$ cat config.mk
export PLATFORM = sky130hd
export DESIGN_NAME = sprite_ctrl
export DESIGN_NICKNAME = d
export VERILOG_FILES = /design/src/rtl/pacman_pkg.sv /design/src/rtl/frame_tick_gen.sv /design/src/rtl/sprite_ctrl.sv
export SDC_FILE = /design/constraint.sdc
export NUM_CORES = 1
export LEC_CHECK = 0
export ABC_AREA = 0
export CORE_MARGIN = 4
export CORE_UTILIZATION = 50
export DETAILED_ROUTE_END_ITERATION = 16
export HOLD_SLACK_MARGIN = 0.12
export PLACE_DENSITY = 0.72
export SLEW_MARGIN = 20
export SYNTH_ARGS = -nofsm -noshare
export SYNTH_HDL_FRONTEND = slang
export SYNTH_HIERARCHICAL = 1
export SYNTH_SLANG_ARGS = --single-unit
$ cat constraint.sdc
create_clock -name clk -period 7.3 [get_ports clk]
set_input_delay 1.825 -clock clk [delete_from_list [all_inputs] [get_ports clk]]
set_output_delay 1.825 -clock clk [all_outputs]
set_load 0.02 [all_outputs]
$ cat src/rtl/pacman_pkg.sv
// Shared encodings and playfield geometry for the Pac/Ghost sprite controller.
package pacman_pkg;

    typedef enum logic [1:0] {
        DIR_UP    = 2'b00,
        DIR_DOWN  = 2'b01,
        DIR_RIGHT = 2'b10,
        DIR_LEFT  = 2'b11
    } dir_e;

    typedef enum logic [1:0] {
        ST_IDLE = 2'b00,
        ST_PLAY = 2'b01,
        ST_DEAD = 2'b10
    } fsm_e;

    localparam int SPRITE = 32;
    localparam int X_MAX  = 608;
    localparam int Y_MAX  = 448;

    localparam logic [9:0] PAC_X0   = 10'd304;
    localparam logic [8:0] PAC_Y0   = 9'd224;
    localparam logic [9:0] GHOST_X0 = 10'd0;
    localparam logic [8:0] GHOST_Y0 = 9'd0;

    // Up wins over down, down over left, left over right.
    function automatic dir_e dir_from_req(input logic [3:0] req);
        if (req[3]) return DIR_UP;
        if (req[2]) return DIR_DOWN;
        if (req[1]) return DIR_LEFT;
        return DIR_RIGHT;
    endfunction

endpackage

$ cat src/rtl/frame_tick_gen.sv
// Brings the asynchronous active-low vsync into the clk domain and emits a
// registered one-cycle strobe on every falling edge.
module frame_tick_gen
    import pacman_pkg::*;
(
    input  logic clk,
    input  logic rst,
    input  logic vs,
    output logic frame_tick
);

    logic sync1_q;
    logic sync2_q;
    logic prev_q;
    logic tick_q;
    logic tick_d;

    always_comb begin
        tick_d = prev_q & ~sync2_q;
    end

    // Synchronizer resets high so a low vs at release is seen as a real edge only once.
    always_ff @(posedge clk) begin
        if (rst) begin
            sync1_q <= 1'b1;
            sync2_q <= 1'b1;
            prev_q  <= 1'b1;
            tick_q  <= 1'b0;
        end else begin
            sync1_q <= vs;
            sync2_q <= sync1_q;
            prev_q  <= sync2_q;
            tick_q  <= tick_d;
        end
    end

    assign frame_tick = tick_q;

endmodule

$ cat src/rtl/sprite_ctrl.sv
// Pac/Ghost movement, chase logic and game FSM, stepped once per video frame.
module sprite_ctrl
    import pacman_pkg::*;
#(
    parameter int PAC_STEP   = 2,
    parameter int GHOST_STEP = 1,
    parameter int GHOST_DIV  = 2
) (
    input  logic       clk,
    input  logic       rst,
    input  logic       vs,
    input  logic       start,
    input  logic [3:0] dir_req,
    output logic [9:0] PacX,
    output logic [8:0] PacY,
    output logic [9:0] GhostX,
    output logic [8:0] GhostY,
    output logic [1:0] state,
    output logic       game_over,
    output logic       frame_tick
);

    localparam logic [9:0]  PAC_STEP_X = 10'(PAC_STEP);
    localparam logic [8:0]  PAC_STEP_Y = 9'(PAC_STEP);
    localparam logic [9:0]  G_STEP_X   = 10'(GHOST_STEP);
    localparam logic [8:0]  G_STEP_Y   = 9'(GHOST_STEP);
    localparam logic [10:0] G_STEP_W   = 11'(GHOST_STEP);
    localparam logic [3:0]  DIV_LAST   = 4'(GHOST_DIV - 1);
    localparam logic [10:0] HIT_DIST   = 11'(SPRITE);

    function automatic logic [9:0] step_x(input logic [9:0] pos, input logic [9:0] step,
                                          input logic dec);
        logic [10:0] sum;
        sum = {1'b0, pos} + {1'b0, step};
        if (dec) return (pos < step) ? 10'd0 : pos - step;
        return (sum > 11'(X_MAX)) ? 10'(X_MAX) : sum[9:0];
    endfunction

    function automatic logic [8:0] step_y(input logic [8:0] pos, input logic [8:0] step,
                                         input logic dec);
        logic [9:0] sum;
        sum = {1'b0, pos} + {1'b0, step};
        if (dec) return (pos < step) ? 9'd0 : pos - step;
        return (sum > 10'(Y_MAX)) ? 9'(Y_MAX) : sum[8:0];
    endfunction

    function automatic logic [10:0] abs11(input logic signed [10:0] d);
        return d[10] ? -d : d;
    endfunction

    fsm_e        fsm_q, fsm_d;
    dir_e        dir_q, dir_d;
    logic [9:0]  pac_x_q, pac_x_d, ghost_x_q, ghost_x_d;
    logic [8:0]  pac_y_q, pac_y_d, ghost_y_q, ghost_y_d;
    logic [3:0]  div_q, div_d;
    logic        game_over_q, game_over_d;

    logic signed [10:0] dx, dy, cdx, cdy;
    logic [10:0] adx, ady;
    logic [9:0]  gstep_x;
    logic [8:0]  gstep_y;
    logic        ghost_move;

    frame_tick_gen u_tick (
        .clk        (clk),
        .rst        (rst),
        .vs         (vs),
        .frame_tick (frame_tick)
    );

    // Chase distances use the positions held before this tick.
    assign dx      = $signed({1'b0, pac_x_q}) - $signed({1'b0, ghost_x_q});
    assign dy      = $signed({2'b0, pac_y_q}) - $signed({2'b0, ghost_y_q});
    assign adx     = abs11(dx);
    assign ady     = abs11(dy);
    assign gstep_x = (adx < G_STEP_W) ? adx[9:0] : G_STEP_X;
    assign gstep_y = (ady < G_STEP_W) ? ady[8:0] : G_STEP_Y;

    always_comb begin
        fsm_d      = fsm_q;
        dir_d      = dir_q;
        pac_x_d    = pac_x_q;
        pac_y_d    = pac_y_q;
        ghost_x_d  = ghost_x_q;
        ghost_y_d  = ghost_y_q;
        div_d      = div_q;
        ghost_move = 1'b0;
        cdx        = '0;
        cdy        = '0;
        case (fsm_q)
            ST_IDLE: begin
                if (start) fsm_d = ST_PLAY;
            end
            ST_PLAY: begin
                if (dir_req != 4'b0000) dir_d = dir_from_req(dir_req);
                if (frame_tick) begin
                    case (dir_q)
                        DIR_UP:    pac_y_d = step_y(pac_y_q, PAC_STEP_Y, 1'b1);
                        DIR_DOWN:  pac_y_d = step_y(pac_y_q, PAC_STEP_Y, 1'b0);
                        DIR_RIGHT: pac_x_d = step_x(pac_x_q, PAC_STEP_X, 1'b0);
                        DIR_LEFT:  pac_x_d = step_x(pac_x_q, PAC_STEP_X, 1'b1);
                    endcase
                    if (div_q == DIV_LAST) begin
                        div_d      = 4'd0;
                        ghost_move = 1'b1;
                    end else begin
                        div_d = div_q + 4'd1;
                    end
                    // Ties go to X; the step is trimmed so the ghost never passes Pac.
                    if (ghost_move && (adx != 11'd0 || ady != 11'd0)) begin
                        if (adx >= ady) ghost_x_d = step_x(ghost_x_q, gstep_x, dx[10]);
                        else            ghost_y_d = step_y(ghost_y_q, gstep_y, dy[10]);
                    end
                    cdx = $signed({1'b0, pac_x_d}) - $signed({1'b0, ghost_x_d});
                    cdy = $signed({2'b0, pac_y_d}) - $signed({2'b0, ghost_y_d});
                    if (abs11(cdx) < HIT_DIST && abs11(cdy) < HIT_DIST) fsm_d = ST_DEAD;
                end
            end
            ST_DEAD: begin
                if (start) begin
                    fsm_d     = ST_IDLE;
                    dir_d     = DIR_RIGHT;
                    pac_x_d   = PAC_X0;
                    pac_y_d   = PAC_Y0;
                    ghost_x_d = GHOST_X0;
                    ghost_y_d = GHOST_Y0;
                    div_d     = 4'd0;
                end
            end
            default: fsm_d = ST_IDLE;
        endcase
        game_over_d = (fsm_d == ST_DEAD);
    end

    always_ff @(posedge clk) begin
        if (rst) begin
            fsm_q       <= ST_IDLE;
            dir_q       <= DIR_RIGHT;
            pac_x_q     <= PAC_X0;
            pac_y_q     <= PAC_Y0;
            ghost_x_q   <= GHOST_X0;
            ghost_y_q   <= GHOST_Y0;
            div_q       <= 4'd0;
            game_over_q <= 1'b0;
        end else begin
            fsm_q       <= fsm_d;
            dir_q       <= dir_d;
            pac_x_q     <= pac_x_d;
            pac_y_q     <= pac_y_d;
            ghost_x_q   <= ghost_x_d;
            ghost_y_q   <= ghost_y_d;
            div_q       <= div_d;
            game_over_q <= game_over_d;
        end
    end

    assign PacX      = pac_x_q;
    assign PacY      = pac_y_q;
    assign GhostX    = ghost_x_q;
    assign GhostY    = ghost_y_q;
    assign state     = dir_q;
    assign game_over = game_over_q;

endmodule

Yosys cells after proc, flatten, opt, wreduce, memory -nomap -nowiden

Index checks and enable logic that the tools add are counted.

Reduce and logical (&&, ||, !) cells: 11
Add/sub/neg operators: 17
Eq/ne operators: 10
$lt $le $gt $ge: 13
Multiplexer cells: 95
Bitwise operators: 2

Operator list:

| cell                                                             | count |
|---|---|
| two-way mux 10 bit                                               | 18 |
| two-way mux 9 bit                                                | 18 |
| case mux 10 bit (2 select lines)                                 | 3 |
| case mux 9 bit (2 select lines)                                  | 3 |
| two-way mux 11 bit                                               | 4 |
| two-way mux 1 bit                                                | 31 |
| two-way mux 2 bit                                                | 12 |
| greater-than comparator 11 x 10 -> 1 bit (second input constant) | 2 |
| less-than comparator 11 x 1 -> 1 bit (second input constant)     | 2 |
| less-than comparator 11 x 6 -> 1 bit (second input constant)     | 2 |
| negation 10 -> 11 bit                                            | 2 |
| negation 11 bit                                                  | 2 |
| nonzero test 11 bit                                              | 2 |
| subtractor 10 x 10 -> 11 bit                                     | 2 |
| greater-than comparator 10 x 9 -> 1 bit (second input constant)  | 2 |
| subtractor 9 x 9 -> 10 bit                                       | 2 |
| two-way mux 4 bit                                                | 3 |
| adder 10 x 10 -> 11 bit                                          | 1 |
| adder 10 x 2 -> 11 bit (second input constant)                   | 1 |
| greater-or-equal comparator 11 bit                               | 1 |
| adder 9 x 2 -> 10 bit (second input constant)                    | 1 |
| adder 9 x 9 -> 10 bit                                            | 1 |
| less-than comparator 10 bit                                      | 1 |
| less-than comparator 10 x 2 -> 1 bit (second input constant)     | 1 |
| other kinds (23)                                                 | 31 |

Bits in registers: 51
Word-level logic and storage cells: 160
Input bits: 8
Output and inout bits: 42

Depth between registers and ports, before layout

Depth after elaboration: 23
Gate-level depth with buffers: 41
Depth with buffers taken out: 39

Hierarchy

The synthesis kept the hierarchy.

By module, submodules not included:

| module         | seq. area each (sq um) | cells an instance | area each (sq um) | times used |
|---|---|---|---|---|
| sprite_ctrl    | 940.9                  | 1057              | 7773.7            | 1 |
| frame_tick_gen | 80.1                   | 8                 | 106.4             | 1 |

Worst setup path before layout

No wires, ideal clock.

Path kind: register to register
Start point: register pac_x_q[1], in the netlist PacX[1]
End point: register fsm_q[1]
Arrival: 7993 ps
Required time: 7239 ps
Setup slack: -753 ps
Clock period less this slack: 8053 ps
Cell stages (with the launch flop): 37
Cell sequence: dfxtp_1 > inv_1 > fa_1 > ha_1 > o211ai_2 > or2_4 > a2111o_1 > or4_1 > a21boi_1 > o2111ai_1 > ha_1 > inv_1 > fa_1 > o21ba_2 > o211ai_1 > a21oi_1 > nor2_1 > nor2_1 > a31oi_1 > a2111oi_0 > a41oi_1 > clkbuf_1 > a21oi_1 > inv_1 > o21ai_0 > ha_1 > inv_1 > fa_1 > a21oi_1 > nor2b_1 > o21a_1 > o21a_1 > o41ai_1 > o21ai_0 > o41ai_1 > and3_1 > a32o_1

Longest elaborated chain between the ends: 21

Ends and longest elaborated chain:

| what                                                                           | line                                 | RTL |
|---|---|---|
| start, declared                                                                | sprite_ctrl.sv:53                    | `logic [9:0] pac_x_q, pac_x_d, ghost_x_q, ghost_x_d;` |
| start signal, assigned                                                         | sprite_ctrl.sv:148                   | `pac_x_q <= pac_x_d;` |
| subtractor 10 x 10 -> 11 bit                                                   | sprite_ctrl.sv:72                    | `assign dx = $signed({1'b0, pac_x_q}) - $signed({1'b0, ghost_x_q});` |
| negation 11 bit                                                                | sprite_ctrl.sv:48                    | `return d[10] ? -d : d;` |
| two-way mux 11 bit                                                             | sprite_ctrl.sv:48                    |  |
| less-than comparator 11 x 1 -> 1 bit                                           | sprite_ctrl.sv:76                    | `assign gstep_x = (adx < G_STEP_W) ? adx[9:0] : G_STEP_X;` |
| two-way mux 10 bit                                                             | sprite_ctrl.sv:76                    |  |
| adder 10 x 10 -> 11 bit, or another cell as far along                          | sprite_ctrl.sv:34                    | `sum = {1'b0, pos} + {1'b0, step};` |
| greater-than comparator 11 x 10 -> 1 bit or two-way mux 10 bit (tied branches) | sprite_ctrl.sv:36, sprite_ctrl.sv:35 |  |
| two-way mux 10 bit, on equally long branches                                   | sprite_ctrl.sv:36, sprite_ctrl.sv:35 |  |
| (+5 left out)                                                                  | -                                    |  |
| subtractor 10 x 10 -> 11 bit                                                   | sprite_ctrl.sv:114                   | `cdx = $signed({1'b0, pac_x_d}) - $signed({1'b0, ghost_x_d});` |
| negation 11 bit                                                                | sprite_ctrl.sv:48                    |  |
| two-way mux 11 bit                                                             | sprite_ctrl.sv:48                    |  |
| less-than comparator 11 x 6 -> 1 bit                                           | sprite_ctrl.sv:116                   | `if (abs11(cdx) < HIT_DIST && abs11(cdy) < HIT_DIST) fsm_d = ST_DEAD;` |
| logical AND 1 bit *                                                            | sprite_ctrl.sv:116                   |  |
| two-way mux 2 bit *                                                            | sprite_ctrl.sv:116                   |  |
| two-way mux 2 bit *                                                            | sprite_ctrl.sv:96                    | `if (frame_tick) begin` |
| case mux 2 bit (3 select lines) *                                              | sprite_ctrl.sv:90                    | `case (fsm_q)` |
| end signal, assigned                                                           | sprite_ctrl.sv:146                   | `fsm_q <= fsm_d;` |
| end, declared                                                                  | sprite_ctrl.sv:51                    | `fsm_e fsm_q, fsm_d;` |

Every way passes the cells marked *; elsewhere a longest branch is shown, timed or not. The select of a mux whose other input is x is not followed.
A chain may end at the register's enable or synchronous reset.

Worst setup path after layout

Start point: register pac_x_q[0], in the netlist PacX[0]
End point: register fsm_q[1]

The elaborated chain is that of the path after synthesis.

==> out/metrics.cfg <==
[worst_setup_path]
crit_arrival_ps = 7860
crit_fanout = 6
critPathCaptureType = register
critPathRequiredTime_ps = 7540
slowest_delay_ps = 470
critPathKind = reg -> reg
path_buf_inv = 3
cp_top_family = compound AO/OA/AOI/OAI gates
cp_slowest_cell = a2111oi_4
start_kind = register
cpMostUsedCell = o21a_1

[synth]
synth.ff_latch_count = 51
synthMuxAreaShare_pct = 3.76
synth_cell_types = 85
synth_edf_count = 0
syn_area_per_cell_um2 = 7.40
yosysSeqAreaShare_pct = 13.0
synthAdderAreaFrac_pct = 17.3
ys.flop_type = dfxtp_1
synth.cell_area_mm2 = 0.00788
async_flop_share_pct = 0
ys_warn_count = 6
synth_top_family_by_area = compound AO/OA/AOI/OAI gates
synth_compound_area_share_pct = 29.5
netlist_instances = 1065
synthSimpleGateAreaFrac_pct = 23.5
synth_xor_area_share_pct = 7.19

[clock_tree]
cts_buffer_depth = 2
clk_pin_slew_worst_paths_ps = 70
postCtsHoldBufs = 0
clk_latency_ps = 300
htreeDepth = 2
cts_num_sinks = 51
cts_tree = built
clockRootBuffer = clkbuf_16
cts_buffers = 5

[pwr]
p_leak_uw = 0.00479
irDropWorstVdd_uv = 127
power_uw = 766
p_per_area_mw_per_mm2 = 70.2

[detailed_routing]
via_per_inst = 5.89
drtIter0Drc = 947
drtPass1Iterations = 5
wl_per_cell_um = 16.6
num_vias = 9177
drt-total-wl_mm = 25.9
ant_nets = 0
drc = 0

[placement]
place_ws_ps = -451
hpwlAfterDp_mm = 19.8
place.gp.congestion = 0.975
place_area_mm2 = 0.0102
port-buffer-count = 49

[die]
start_util_pct = 51.5
dieArea_mm2 = 0.0178
die_h_um = 134
std_cell_rows = 45
core_area_mm2 = 0.0153
fp.dieW_um = 134
io_pins = 50

[flow_run]
cap_viol_max_count = 0

[cells_and_area]
fillerInstances = 1257
nets = 1459
area_growth_syn_to_layout_pct = 38.4
final_area_mm2 = 0.0109
drive_gt1_share_pct = 26.2
num_antenna_cells = 0

[sta]
clock.fmax_ghz = 0.131
finalSetupViolations = 4
fin_crit_sh_pct = 104
max-slew-margin-rel_pct = 35.9
finalSetupTns_ps = -1230
setup_slack_ps = -316
drv_slew = 0
clock_skew_ps = 10.0
period_needed_ps = 7620
rsz0062_at_grt = yes
tightest_slew_ps = 959
hold_viol_final = 0

[grt]
grt_pass1_vias = 8486
grt.busiest_layer = met2
gr-usage-met2_pct = 44.9
grt_usage_pct = 27.5
antenna_found_initial = 0
grt.met1_usage_pct = 37.9
overflow = 0
use_met3_pct = 3.74
grt_max_degree = 20
grt_first_pass_wirelength_mm = 41.0

[hold_path]
holdCritPathClass = reg -> reg

[status]
violations = setup timing
outcome = finished, violations left

-- cell usage in the layout, fill, tap and decap left out, types with 7 or more instances in the layout --
cell / Yosys / routed
a211oi_1: 11 / 9
a21o_1: 13 / 13
a21oi_1: 83 / 73
a21oi_2: 2 / 11
a22oi_1: 15 / 15
a31oi_1: 17 / 16
and2_1: 11 / 10
buf_4: 0 / 231
clkdlybuf4s50_1: 0 / 49
conb_1: 2 / 40
dfxtp_1: 51 / 46
ha_1: 96 / 89
inv_1: 72 / 67
mux2i_1: 15 / 15
nand2_1: 73 / 73
nand2b_1: 20 / 18
nand3_1: 28 / 27
nand4_1: 10 / 10
nor2_1: 98 / 93
nor2b_1: 24 / 24
nor3_1: 28 / 26
o211ai_1: 7 / 7
o21a_1: 15 / 15
o21ai_0: 54 / 42
o21ai_1: 1 / 9
o21bai_1: 9 / 8
o22ai_1: 11 / 11
o2bb2ai_1: 11 / 10
o31ai_1: 10 / 8
or2_2: 8 / 7
or3_1: 15 / 15
xnor2_1: 39 / 37
xor2_1: 22 / 21
-- layout make-up --
type	count	area (µm²)	area share [%]
inverter	73	277	2.54
timing repair buffer	280	2220	20.4
clock inverter	2	37.5	0.344
tap	211	264	2.42
clock buffer	6	129	1.18
sequential	51	1030	9.44
multi-input combinational	936	6940	63.7
-- report_power, final --
group          total (µW)  internal, µW  leakage (µW)  switching, µW
Sequential            283           280      0.000415           3.16
Combinational         205          96.5       0.00429            108
Clock                 278           162     0.0000771            115
Total                 766           539       0.00479            227
-- sequential cells by signal, indices dropped and copies added (netlist names) --
name	count
GhostY	9
PacX	10
u_tick/sync2_q	1
u_tick/frame_tick	1
game_over	1
u_tick/sync1_q	1
GhostX	10
fsm_q	2
state	2
u_tick/prev_q	1
PacY	9
div_q	4
-- per-stage QoR --
| step | utilization, % | hold slack (ps) | instances |
|---|---|---|---|
| finish | 71.2 | 416 | 1559 |
| floorplan | - | 385 | 1103 |
| CTS | 69.8 | 421 | 1549 |
| global placement | 66.4 | 391 | 1514 |
| global route | 71.2 | 427 | 1559 |
| detailed placement | 66.4 | 400 | 1514 |
-- path summary, 6_finish.rpt --
check,start,to,slack (ps),cells past startpoint
hold / removal,u_tick/sync2_q,u_tick/frame_tick,420,1
setup / recovery,PacX[0],fsm_q[1],-320,36
hold reg to reg,u_tick/sync2_q,u_tick/frame_tick,420,1
setup reg to reg,PacX[0],fsm_q[1],-320,36
-- routing by layer --
layer | up-vias | share of wire, %
met5 | - | 0
met4 | 0 | 2.3
met3 | 55 | 7.1
met2 | 358 | 46
met1 | 4322 | 44
li1 | 4442 | -
-- repair_timing --
action / 4_1_cts / 5_1_grt
pin swaps: 27 / 30
hold endpoints to repair: 0 / 0
buffers inserted: 27 / 10
cloned: 0 / 0
gates resized for setup: 33 / 38
setup endpoints to repair: 3 / 4
-- cells in the mapped netlist (all sizes together) (7+ instances only) --
| cell type | instances | area [µm²] |
|---|---|---|
| nor2 | 98 | 368 |
| nand2 | 73 | 274 |
| or3 | 15 | 93.8 |
| nor2b | 24 | 150 |
| a22oi | 15 | 113 |
| o2bb2ai | 11 | 96.3 |
| a31oi | 17 | 106 |
| nor4 | 10 | 77.6 |
| o211ai | 8 | 65.1 |
| ha | 96 | 1200 |
| dfxtp | 51 | 1020 |
| inv | 72 | 270 |
| buf | 9 | 55.1 |
| mux2 | 11 | 146 |
| o31ai | 10 | 75.1 |
| a21oi | 86 | 449 |
| fa | 8 | 160 |
| nor3b | 7 | 52.6 |
| and2 | 13 | 81.3 |
| nor3 | 28 | 140 |
| a211oi | 12 | 95.1 |
| a21o | 13 | 97.6 |
| o21ai | 55 | 275 |
| o22ai | 11 | 68.8 |
| nand3 | 29 | 158 |
| xnor2 | 39 | 342 |
| o21a | 15 | 113 |
| o21bai | 9 | 67.6 |
| xor2 | 24 | 225 |
| mux2i | 15 | 150 |
| clkbuf | 34 | 128 |
| nand2b | 20 | 125 |
| or2 | 13 | 83.8 |
| nand4 | 10 | 62.6 |
-- cells by family after synthesis --
| kind of cell | Yosys count |
|---|---|
| buffers and inverters | 116 |
| XOR/XNOR | 63 |
| AND/OR/NAND/NOR | 363 |
| multiplexers | 26 |
| other | 2 |
| adder cells (fa/ha/maj) | 104 |
| flip-flops | 51 |
| AO/OA/AOI/OAI | 340 |
Power figures use the tool's default switching activity.
